<file path="src/rtl/alu_seq_pkg.sv">
// -----------------------------------------------------------------------------
// alu_seq_pkg
// Shared definitions for the ALU sequencer: opcode constants, the controller
// FSM state encoding, architectural flag bit positions and a legality helper.
// -----------------------------------------------------------------------------
package alu_seq_pkg;

  localparam int DW = 8;  // datapath / register width

  localparam logic [3:0] OP_ADD   = 4'd0;
  localparam logic [3:0] OP_SUB   = 4'd1;
  localparam logic [3:0] OP_AND   = 4'd2;
  localparam logic [3:0] OP_OR    = 4'd3;
  localparam logic [3:0] OP_XOR   = 4'd4;
  localparam logic [3:0] OP_NOT   = 4'd11;
  localparam logic [3:0] OP_LOADI = 4'd15;

  typedef enum logic [1:0] {
    ST_IDLE = 2'd0,
    ST_OPER = 2'd1,
    ST_CAPT = 2'd2,
    ST_RESP = 2'd3
  } state_e;

  // Bit positions inside the 4-bit flag vector {C, Z, N, V}.
  localparam int FL_C = 3;
  localparam int FL_Z = 2;
  localparam int FL_N = 1;
  localparam int FL_V = 0;

  function automatic logic is_legal(input logic [3:0] op);
    case (op)
      OP_ADD, OP_SUB, OP_AND, OP_OR, OP_XOR, OP_NOT, OP_LOADI: return 1'b1;
      default:                                                 return 1'b0;
    endcase
  endfunction

  // Opcode presented to the ALU: LOADI and illegal ops never reach it.
  function automatic logic [3:0] alu_op_of(input logic [3:0] op);
    return (is_legal(op) && (op != OP_LOADI)) ? op : OP_ADD;
  endfunction

endpackage

</file>
<file path="src/rtl/alu_regfile.sv">
// -----------------------------------------------------------------------------
// alu_regfile
// NREG x 8-bit register file with two asynchronous read ports and one
// synchronous write port. Synchronous active-high reset clears every entry.
//   clk_i      clock, rising edge
//   rst_i      synchronous active-high reset
//   we_i       write enable
//   waddr_i    write index
//   wdata_i    write data
//   raddr_a_i  read port A index  -> rdata_a_o
//   raddr_b_i  read port B index  -> rdata_b_o
// -----------------------------------------------------------------------------
module alu_regfile
  import alu_seq_pkg::*;
#(
  parameter  int NREG = 4,
  localparam int RAW  = $clog2(NREG)
) (
  input  logic           clk_i,
  input  logic           rst_i,
  input  logic           we_i,
  input  logic [RAW-1:0] waddr_i,
  input  logic [DW-1:0]  wdata_i,
  input  logic [RAW-1:0] raddr_a_i,
  output logic [DW-1:0]  rdata_a_o,
  input  logic [RAW-1:0] raddr_b_i,
  output logic [DW-1:0]  rdata_b_o
);

  logic [DW-1:0] regs_q [NREG];

  // NOTE: clocked state uses non-blocking (<=) so every flop samples the
  // pre-edge values, independent of statement order.
  always_ff @(posedge clk_i) begin
    if (rst_i) begin
      // NOTE: resetting an array forces it into flops rather than a RAM macro;
      // acceptable here because the file is tiny and zero-after-reset is
      // architecturally visible.
      for (int i = 0; i < NREG; i++) regs_q[i] <= '0;
    end else if (we_i) begin
      regs_q[waddr_i] <= wdata_i;
    end
  end

  assign rdata_a_o = regs_q[raddr_a_i];
  assign rdata_b_o = regs_q[raddr_b_i];

endmodule

</file>
<file path="src/rtl/alu_sequencer.sv">
// -----------------------------------------------------------------------------
// alu_sequencer
// Accepts one instruction at a time over cmd_valid/cmd_ready, reads operands
// from the internal register file, drives registered operands/opcode to an
// external combinational ALU, captures result and flags one full cycle later,
// writes back, and emits a one-cycle response.
//   clk, rst                     clock / synchronous active-high reset
//   cmd_valid, cmd_ready         command handshake
//   cmd_op, cmd_dst/a/b, cmd_imm command fields
//   alu_in1, alu_in2, alu_op     registered ALU inputs
//   alu_out, alu_flags           ALU result and {C,Z,N,V}
//   rsp_valid                    one-cycle response strobe
//   rsp_data, rsp_flags, rsp_err held response payload
// Sequence: IDLE -> OPER (ALU settles) -> CAPT (writeback) -> RESP -> IDLE.
// -----------------------------------------------------------------------------
module alu_sequencer
  import alu_seq_pkg::*;
#(
  parameter  int NREG = 4,
  localparam int RAW  = $clog2(NREG)
) (
  input  logic           clk,
  input  logic           rst,
  input  logic           cmd_valid,
  output logic           cmd_ready,
  input  logic [3:0]     cmd_op,
  input  logic [RAW-1:0] cmd_dst,
  input  logic [RAW-1:0] cmd_a,
  input  logic [RAW-1:0] cmd_b,
  input  logic [7:0]     cmd_imm,
  output logic [7:0]     alu_in1,
  output logic [7:0]     alu_in2,
  output logic [3:0]     alu_op,
  input  logic [7:0]     alu_out,
  input  logic [3:0]     alu_flags,
  output logic           rsp_valid,
  output logic [7:0]     rsp_data,
  output logic [3:0]     rsp_flags,
  output logic           rsp_err
);

  state_e         state_q;
  logic [3:0]     op_q;
  logic [RAW-1:0] dst_q;
  logic [7:0]     imm_q;
  logic [7:0]     alu_in1_q, alu_in2_q;
  logic [3:0]     alu_op_q;
  logic [3:0]     flags_q, flags_d;
  logic           rsp_valid_q, rsp_err_q;
  logic [7:0]     rsp_data_q;
  logic [3:0]     rsp_flags_q;

  logic [7:0]     rd_a, rd_b;
  logic           wr_en;
  logic [7:0]     wr_data;
  logic           legal;

  assign legal   = is_legal(op_q);
  assign wr_en   = (state_q == ST_CAPT) && legal;
  assign wr_data = (op_q == OP_LOADI) ? imm_q : alu_out;

  alu_regfile #(.NREG(NREG)) u_regfile (
    .clk_i     (clk),
    .rst_i     (rst),
    .we_i      (wr_en),
    .waddr_i   (dst_q),
    .wdata_i   (wr_data),
    .raddr_a_i (cmd_a),
    .rdata_a_o (rd_a),
    .raddr_b_i (cmd_b),
    .rdata_b_o (rd_b)
  );

  // Architectural flags after the command in CAPT. Carry only survives ADD.
  always_comb begin
    // NOTE: default first so every path assigns flags_d and no latch is inferred.
    flags_d = flags_q;
    if (legal && (op_q != OP_LOADI)) begin
      flags_d[FL_Z] = alu_flags[FL_Z];
      flags_d[FL_N] = alu_flags[FL_N];
      flags_d[FL_V] = alu_flags[FL_V];
      flags_d[FL_C] = (op_q == OP_ADD) ? alu_flags[FL_C] : 1'b0;
    end
  end

  always_ff @(posedge clk) begin
    if (rst) begin
      state_q     <= ST_IDLE;
      op_q        <= '0;
      dst_q       <= '0;
      imm_q       <= '0;
      alu_in1_q   <= '0;
      alu_in2_q   <= '0;
      alu_op_q    <= '0;
      flags_q     <= '0;
      rsp_valid_q <= 1'b0;
      rsp_data_q  <= '0;
      rsp_flags_q <= '0;
      rsp_err_q   <= 1'b0;
    end else begin
      case (state_q)
        ST_IDLE: begin
          if (cmd_valid) begin
            // Operands are sampled here, so an aliased dst cannot disturb them.
            op_q      <= cmd_op;
            dst_q     <= cmd_dst;
            imm_q     <= cmd_imm;
            alu_in1_q <= rd_a;
            alu_in2_q <= rd_b;
            alu_op_q  <= alu_op_of(cmd_op);
            state_q   <= ST_OPER;
          end
        end
        ST_OPER: state_q <= ST_CAPT;
        ST_CAPT: begin
          flags_q     <= flags_d;
          rsp_valid_q <= 1'b1;
          rsp_data_q  <= legal ? wr_data : 8'h00;
          rsp_flags_q <= flags_d;
          rsp_err_q   <= ~legal;
          state_q     <= ST_RESP;
        end
        ST_RESP: begin
          rsp_valid_q <= 1'b0;
          state_q     <= ST_IDLE;
        end
        default: state_q <= ST_IDLE;
      endcase
    end
  end

  assign cmd_ready = (state_q == ST_IDLE) && !rst;
  assign alu_in1   = alu_in1_q;
  assign alu_in2   = alu_in2_q;
  assign alu_op    = alu_op_q;
  assign rsp_valid = rsp_valid_q;
  assign rsp_data  = rsp_data_q;
  assign rsp_flags = rsp_flags_q;
  assign rsp_err   = rsp_err_q;

endmodule

</file>
<file path="config.mk">
export PLATFORM = sky130hd
export DESIGN_NAME = alu_sequencer
export DESIGN_NICKNAME = d
export VERILOG_FILES = /design/src/rtl/alu_seq_pkg.sv /design/src/rtl/alu_regfile.sv /design/src/rtl/alu_sequencer.sv
export SDC_FILE = /design/constraint.sdc
export NUM_CORES = 1
export LEC_CHECK = 0
export CELL_PAD_IN_SITES_DETAIL_PLACEMENT = 0
export CELL_PAD_IN_SITES_GLOBAL_PLACEMENT = 1
export CORE_MARGIN = 3
export CORE_UTILIZATION = 40
export DETAILED_ROUTE_END_ITERATION = 10
export GPL_TIMING_DRIVEN = 0
export PLACE_DENSITY = 0.84
export SETUP_SLACK_MARGIN = 0.05
export SLEW_MARGIN = 20
export SYNTH_ARGS = -nofsm -noshare
export SYNTH_HDL_FRONTEND = slang
export SYNTH_SLANG_ARGS = --single-unit
</file>
<file path="constraint.sdc">
create_clock -name clk -period 2.05 [get_ports clk]
set_clock_uncertainty 0.05 [all_clocks]
set_input_delay 0.5125 -clock clk [delete_from_list [all_inputs] [get_ports clk]]
set_output_delay 0.5125 -clock clk [all_outputs]
set_load 0.03 [all_outputs]
</file>
## Word level (Yosys, flattened, before mapping)

Memories as Yosys holds them, arrays and structs flattened. A register that Yosys moved wholly into a read port is not among the register bits.
Index checks and enable logic that the tools add are counted.

- Equality and inequality tests: 18
- Multiplexer cells: 21
- Bitwise gates (word level): 1
- Reductions and logical operators: 14

Operator list:

| operator | count |
|---|---|
| 8-bit 2-to-1 mux | 3 |
| 4-bit by 2-bit equality test with 1-bit output, second input constant | 4 |
| 4-bit equality test, second input constant | 4 |
| 7-bit OR reduction | 2 |
| 1-bit 2-to-1 mux | 12 |
| 4-bit by 1-bit equality test with 1-bit output, second input constant | 2 |
| 4-bit by 3-bit equality test with 1-bit output, second input constant | 2 |
| 4-bit zero test | 2 |
| 4-bit 2-to-1 mux | 2 |
| 4-bit inequality test, second input constant | 2 |
| 2-bit case mux with 4 select lines | 1 |
| 8-bit OR reduction | 1 |
| 2-bit equality test, second input constant | 2 |
| 1-bit logical AND | 4 |
| 2-bit 2-to-1 mux | 2 |
| 2-bit AND reduction | 2 |
| 2-bit by 1-bit equality test with 1-bit output, second input constant | 1 |
| 2-bit zero test | 1 |
| 2-bit inequality test, second input constant | 1 |
| 1-bit case mux with 2 select lines | 1 |
| 2-bit nonzero test | 1 |
| 1-bit zero test | 1 |
| 1-bit NOT | 1 |

- Bits in registers: 34
- Bits in writable memories: 32
- Bits of input ports: 33
- Output and inout port bits: 35
- Memories kept: 1

Memories:

| name | words | width | read ports | clocked after memory_dff | wr ports | line | source |
|---|---|---|---|---|---|---|---|
| u_regfile.regs_q | 4 | 8 | 2 | 2 | 4 | alu_regfile.sv:30 | `logic [DW-1:0] regs_q [NREG];` |

## Longest topological paths before layout

Gate-level depths: netlist of run 1.

- Depth in word-level cells: 9
- Depth in mapped cells: 7
- Gate-level depth less buffers: 5

## Hierarchy

From an unflattened synthesis of run 1, not the netlist that was laid out.

- Cells, all modules: 318
- Area total of the unflattened synthesis: 3633.5 sq um

Modules (own cells, without submodules):

| module | times used | cells each | area each (sq um) | seq. area each (sq um) |
|---|---|---|---|---|
| alu_sequencer | 1 | 224 | 1961.9 | 1001.0 |
| alu_regfile | 1 | 94 | 1671.6 | 960.9 |

## Worst setup path before layout of run 1

Ideal clock, no wire load.

- Kind: input -> output
- Start point: input rst
- End point: output cmd_ready
- Data arrival time: 1.269 ns
- Data required time: 1.487 ns
- Slack: 0.218 ns
- Stages on the path: 3
- Cell sequence: clkbuf_1 clkbuf_1 nor2b_1

- Word-level cells in the longest chain between the ends: 2

RTL lines:

| what | line | source |
|---|---|---|
| start, declared | alu_sequencer.sv:23 | `input logic rst,` |
| 1-bit zero test | alu_sequencer.sv:132 | `assign cmd_ready = (state_q == ST_IDLE) && !rst;` |
| 1-bit logical AND | alu_sequencer.sv:132 |  |
| end, declared | alu_sequencer.sv:25 | `output logic cmd_ready,` |

No other way between the ends.

## Worst setup path after layout of run 1

- Start point: register rsp_data_q[2] (netlist: rsp_data[2])
- End point: output rsp_data[2]

RTL lines:

| what | line | source |
|---|---|---|
| start, declared | alu_sequencer.sv:50 | `logic [7:0] rsp_data_q;` |
| start signal, assigned | alu_sequencer.sv:118 | `rsp_data_q <= legal ? wr_data : 8'h00;` |
| end, declared | alu_sequencer.sv:37 | `output logic [7:0] rsp_data,` |

No word-level cell between the ends.

==> results of run 1 <==
layer usage:
metal  vias up  part of all wire [%]
li1       1301                     -
met1      1231                    46
met2        72                    47
met3        13                   4.7
met4         0                   1.5
met5         -                     0
cell type report:
| class | instances | area (sq um) | share of cell area, % |
|---|---|---|---|
| sequential | 82 | 1962 | 43.31 |
| multi-input combinational | 225 | 1521 | 33.59 |
| timing repair buffer | 62 | 615.6 | 13.59 |
| tap | 105 | 131.4 | 2.901 |
| clock buffer | 9 | 123.9 | 2.735 |
| buffer | 18 | 78.83 | 1.740 |
| clock inverter | 7 | 77.57 | 1.713 |
| inverter | 5 | 18.77 | 0.4144 |
repair_timing:
item / CTS / global route
resized for setup: 9 / 6
setup endpoints to repair: 17 / 17
hold buffers: 0 / 0
setup buffers: 0 / 0
sequential cells by signal, indices dropped and copies added, names as in the netlist:
| signal | count |
|---|---|
| imm_q | 8 |
| rsp_data | 8 |
| rsp_err | 1 |
| state_q | 2 |
| alu_in1 | 8 |
| op_q | 4 |
| u_regfile.regs_q | 32 |
| alu_op | 4 |
| rsp_flags | 4 |
| dst_q | 2 |
| alu_in2 | 8 |
| rsp_valid | 1 |
how the worst max path moves through the flow:
stage                                         from                                   end  cells past startpoint
after detailed placement                       rst                             cmd_ready                      4
after CTS                  state_q[0]$_SDFFE_PP0P_  u_regfile.regs_q[0][4]$_SDFFCE_PN0P_                      5
after floorplan                                rst                             cmd_ready                      3
final                     rsp_data[2]$_SDFFE_PP0P_                           rsp_data[2]                      1
after global placement                         rst                             cmd_ready                      4
after global routing      rsp_data[6]$_SDFFE_PP0P_                           rsp_data[6]                      1
Yosys cell counts, drive strengths merged (2+ instances only):
library cell / number
nand2: 73
dfxtp: 50
nor2: 42
a21oi: 33
edfxtp: 32
mux4: 16
mux2i: 13
clkbuf: 12
nand2b: 11
o21ai: 9
buf: 6
inv: 5
ha: 4
nor2b: 4
o2111ai: 4
nor3: 2
power by group through the flow:
stage / Combinational, mW / Sequential (mW) / Clock (mW)
after floorplan: 0.676 / 2.28 / 0
after global placement: 1.32 / 2.09 / 0
final: 1.37 / 2.07 / 1.19
after CTS: 1.35 / 2.07 / 1.21
after global routing: 1.49 / 2.10 / 1.28
after detailed placement: 1.35 / 2.10 / 0
cells by family (layout without fill, tap and decap cells):
group / Yosys count / after routing / share of synthesized area [%]
muxes: 29 / 29 / 13.87
buffers and inverters: 23 / 101 / 2.724
adders and majority gates: 4 / 4 / 1.415
AOI/OAI and AO/OA: 54 / 54 / 9.622
and+or+nand+nor: 138 / 138 / 16.91
DFF: 82 / 82 / 55.47
==> reports/qor.csv, run 1 <==
stage,metric,value,unit
synthesis,syn_avg_cell_area,10.72,sq um
grt,grt_start_max_net_pins,16,
timing,finalCritPeriodShare,95.13,%
layout,final_common_cell,nand2_1,
setup_path,slowest_stage,clkdlybuf4s50_1,
timing,max_freq,0.5128,GHz
power_and_ir_drop,power.density,1022,mW/mm^2
synthesis,synth_edf_count,32,
layout,antenna_cells,0,
timing,maxSlewHeadroom,62.38,%
floorplanning,die_x,100.0,um
timing,hold_ws,0.4059,ns
grt,grtUsageMet2,25.86,%
drt,vias,2617,
worst_hold_path,min-delay-start,imm_q[3]$_SDFFE_PP0P_,
clocking,cts_tree,yes,
drt,route.detailed.drc,0,
floorplanning,core,0.008382,sq mm
timing,fin_ws,0.09976,ns
setup_path,r2r_cells,5,
power_and_ir_drop,switching_share,34.15,%
clocking,cts.reportedPaths.clkPinSlew,0.08,ns
timing,worst_slew_pin_slew,0.5643,ns
worst_hold_path,holdPathStages,2,
layout,layout_common_cells,"nand2_1, clkdlybuf4s50_1, dfxtp_1, nor2_1, a21oi_1",
synthesis,netlist_top_cells_area,"dfxtp_1, edfxtp_1, mux4_2",
setup_path,worstSetupStartpointType,flip-flop,
timing,drv_slew,0,
synthesis,synth_top_area_share,28.30,%
clocking,cts_num_sinks,82,
placed_design,place.gp.congestion,0.7239,
setup_path,required,1.49,ns
grt,antenna_found_initial,0,
clocking,cts-buffers-inserted,9,
setup_path,r2r_setup_slack,0.25,ns
placed_design,pre_cts_ws,-0.3048,ns
synthesis,mappedNetlistNets,367,
grt,grt_pass1_vias,2511,
outcome,status,finished clean,
floorplanning,die_height,100.0,um
clocking,clockRootBuffer,clkbuf_8,
drt,first_pass_iters,4,
setup_path,critPathBufInv,1,
synthesis,synthFlopType,dfxtp_1,
grt,grt.overflow.total,0,
timing,rsz0062_at_grt,false,
setup_path,critPathKind,flip-flop to primary output,
power_and_ir_drop,power.switching,1.580,mW
power_and_ir_drop,ir_worst_vdd,0.5284,mV
timing,hold_viol_final,0,
drt,drt_iter0_drc,87,
layout,fin_util,54.04,%
clocking,htree_levels,3,
setup_path,cp_top_family,buffers and inverters,
layout,fillers,739,
power_and_ir_drop,pwr-share-comb,29.5,%
setup_path,path_cells,clkdlybuf4s50_1,
timing,setup_viol,0,
synthesis,ys_seq_elements,82,
timing,finalCriticalPeriod,1.950,ns
grt,grt_usage,16.20,%
setup_path,path_max_fanout,2,
clocking,worstSkewPairLatency,0.35,ns
drt,routed_wl,7750,um
placed_design,hpwl,5873,um
worst_hold_path,worstHoldEndpoint,imm_q[3]$_SDFFE_PP0P_,
layout,area_growth,28.05,%
synthesis,syn_area,0.003537,sq mm
floorplanning,ios,68,
setup_path,max_stage_delay,0.68,ns
layout,nets,440,
floorplanning,die_area,0.01001,sq mm
drt,vias_per_cell,5.101,
synthesis,synthCells,330,
placed_design,portBuffers,62,
synthesis,yosysSeqAreaShare,55.47,%
drt,wl_per_cell,15.11,um
setup_path,r2r_start,state_q[0]$_SDFFE_PP0P_,
layout,final_cell_count_no_fill,513,
flow_run,drv_cap,0,
setup_path,r2r_end,u_regfile.regs_q[0][6]$_SDFFCE_PN0P_,
power_and_ir_drop,p_int,3.047,mW
timing,setup_tns,0,ns
synthesis,ys_types,34,
setup_path,arrival,1.39,ns
grt,grt_pass1_wl,12650,um
clocking,cts_max_path_buffers,2,
layout,drive_gt1_share,13.24,%
synthesis,synth.largest_area_cell,dfxtp_1,
layout,final_cell_area,0.004529,sq mm
power_and_ir_drop,power_frac_clock,25.8,%
drt,final_antenna_net_count,0,
floorplanning,rows,33,
synthesis,yosys_warnings,0,
floorplanning,initial_core_util,42.20,%
setup_path,end_kind,primary output,
worst_hold_path,min_path_type,flip-flop to flip-flop,
synthesis,ys_async_sr_fraction,0,%
placed_design,dp.cells,497,
power_and_ir_drop,power.leakage,1.682,nW
grt,grt_busiest_layer,met2,
power_and_ir_drop,finalPower,4.627,mW
power_and_ir_drop,p_seq_share,44.7,%
grt,grt_util_met1,22.02,%
grt,grtUsageMet3,2.849,%
placed_design,post_dp_cell_area,0.004289,sq mm
Note: power is estimated with default switching activity, not from simulation.
==> run 2: changes to the inputs <==
--- a/config.mk
+++ b/config.mk
@@ -8,8 +8,9 @@
 export CELL_PAD_IN_SITES_DETAIL_PLACEMENT = 0
 export CELL_PAD_IN_SITES_GLOBAL_PLACEMENT = 1
 export CORE_MARGIN = 3
-export CORE_UTILIZATION = 40
+export CORE_UTILIZATION = 49
 export DETAILED_ROUTE_END_ITERATION = 10
+export DONT_BUFFER_PORTS = 1
 export GPL_TIMING_DRIVEN = 0
 export PLACE_DENSITY = 0.84
 export SETUP_SLACK_MARGIN = 0.05
@@ -17,3 +18,4 @@
 export SYNTH_ARGS = -nofsm -noshare
 export SYNTH_HDL_FRONTEND = slang
 export SYNTH_SLANG_ARGS = --single-unit
+export TNS_END_PERCENT = 20
==> reports/qor.csv, run 2 (synthesis results as in run 1) <==
stage,metric,value,unit
floorplanning,die_area,0.008274,sq mm
power_and_ir_drop,power.switching,1.470,mW
timing,worst_slew_pin_slew,0.5940,ns
clocking,cts_tree,yes,
floorplanning,die_height,90.96,um
layout,largest_reg_flops,32,
power_and_ir_drop,power.leakage,1.459,nW
drt,route.detailed.drc,0,
drt,vias,2374,
timing,drv_slew,0,
setup_path,arrival,1.95,ns
setup_path,path_max_fanout,9,
floorplanning,die_x,90.96,um
layout,area_growth,8.914,%
setup_path,worstSetupStartpointType,flip-flop,
layout,final_cell_area,0.003852,sq mm
timing,fin_ws,0.09958,ns
clocking,worstSkewPairLatency,0.35,ns
worst_hold_path,min_path_type,input pin to flip-flop,
layout,drive_gt1_share,14.74,%
timing,rsz0062_at_grt,true,
layout,antenna_cells,0,
setup_path,max_stage_delay,0.33,ns
setup_path,path_cells,inv_1 > ha_1 > and2b_2 > o2111ai_2 > nand2b_4,
flow_run,drv_cap,0,
setup_path,slowest_stage,dfxtp_1,
placed_design,post_dp_cell_area,0.003657,sq mm
floorplanning,core,0.006907,sq mm
timing,setup_viol,0,
grt,grt_pass1_wl,12270,um
timing,finalCritPeriodShare,95.14,%
placed_design,pre_cts_ws,-0.08978,ns
layout,final_common_cell,nand2_1,
setup_path,critPathKind,flip-flop to flip-flop,
grt,grt_start_max_net_pins,14,
timing,finalCriticalPeriod,1.950,ns
setup_path,end_kind,flip-flop,
floorplanning,ios,68,
power_and_ir_drop,p_seq_share,54.8,%
clocking,cts.reportedPaths.clkPinSlew,0.08,ns
floorplanning,rows,30,
layout,regMostFlops,u_regfile.regs_q,
power_and_ir_drop,p_int,2.724,mW
grt,grt.overflow.total,0,
power_and_ir_drop,finalPower,4.193,mW
grt,antenna_found_initial,0,
layout,layout_common_cells,"nand2_1, dfxtp_1, nor2_1, a21oi_1, edfxtp_1",
placed_design,portBuffers,0,
power_and_ir_drop,power.density,1088,mW/mm^2
grt,grt_pass1_vias,2404,
drt,drt_iter0_drc,124,
clocking,cts-buffers-inserted,9,
floorplanning,initial_core_util,51.21,%
clocking,clockRootBuffer,clkbuf_8,
setup_path,required,2.05,ns
clocking,htree_levels,3,
drt,first_pass_iters,4,
drt,routed_wl,7535,um
timing,setup_tns,0,ns
layout,nets,378,
placed_design,place.gp.congestion,0.7372,
setup_path,cp_top_family,simple AND/OR/NAND/NOR gates,
timing,maxSlewHeadroom,60.40,%
clocking,cts_max_path_buffers,2,
drt,wl_per_cell,17.05,um
power_and_ir_drop,switching_share,35.05,%
outcome,status,finished clean,
drt,final_antenna_net_count,0,
placed_design,hpwl,5718,um
power_and_ir_drop,ir_worst_vdd,0.5649,mV
power_and_ir_drop,pwr-share-comb,20.6,%
drt,vias_per_cell,5.371,
clocking,cts_num_sinks,82,
setup_path,critPathBufInv,1,
power_and_ir_drop,power_frac_clock,24.6,%
timing,max_freq,0.5127,GHz
timing,hold_viol_final,0,
grt,grt_usage,19.20,%
-- run 2: final timing paths --
kind                      startpoint                                    to  slack [ns]  cells after the start
min reg2reg    imm_q[5]$_SDFFE_PP0P_                 imm_q[5]$_SDFFE_PP0P_        0.41                      2
min                       cmd_imm[5]                 imm_q[5]$_SDFFE_PP0P_        0.24                      2
max          state_q[0]$_SDFFE_PP0P_  u_regfile.regs_q[1][6]$_SDFFCE_PN0P_         0.1                      5
max reg2reg  state_q[0]$_SDFFE_PP0P_  u_regfile.regs_q[1][6]$_SDFFCE_PN0P_         0.1                      5
-- run 2: layout make-up --
cell class | count | area, sq um
plain buffers | 18 | 78.83
clock inverters | 5 | 30.03
clock buffers | 11 | 141.4
inverters | 5 | 18.77
multi-input cells | 225 | 1501
well taps | 96 | 120.1
fillers | 653 | 3054
flip-flops and latches | 82 | 1962
-- run 2: through the flow --
step	hold slack (ns)	util [%]	instances
2_1_floorplan	0.3857	-	330
3_3_place_gp	0.3916	52.95	426
3_5_place_dp	0.3961	52.95	426
4_1_cts	0.2312	55.62	442
5_1_grt	0.2388	55.78	442
6_report	0.2442	55.78	442
-- run 2: routing by layer --
metal	GRT usage (%)	part of all wire, %	routed length [um]	up-vias
li1	-	-	-	1172
met1	25.77	45	3404	1124
met2	29.55	47	3522	68
met3	4.805	6.5	488	10
met4	8.417	1.6	119	0
met5	0	0	0	-
-- run 2: repair_timing --
item                                    CTS  global route
cloned                                    0             0
gates resized for setup                   4             4
buffers inserted                          0             0
hold buffers                              0             0
endpoints found under the setup margin   17            17
-- run 2: power groups by stage --
stage,sequential (mW),combinational [mW],clock (mW)
after global placement,2.32,0.827,0
after CTS,2.30,0.863,1.06
after detailed placement,2.34,0.856,0
final,2.30,0.864,1.03
after global routing,2.33,0.976,1.13
after floorplan,2.28,0.676,0
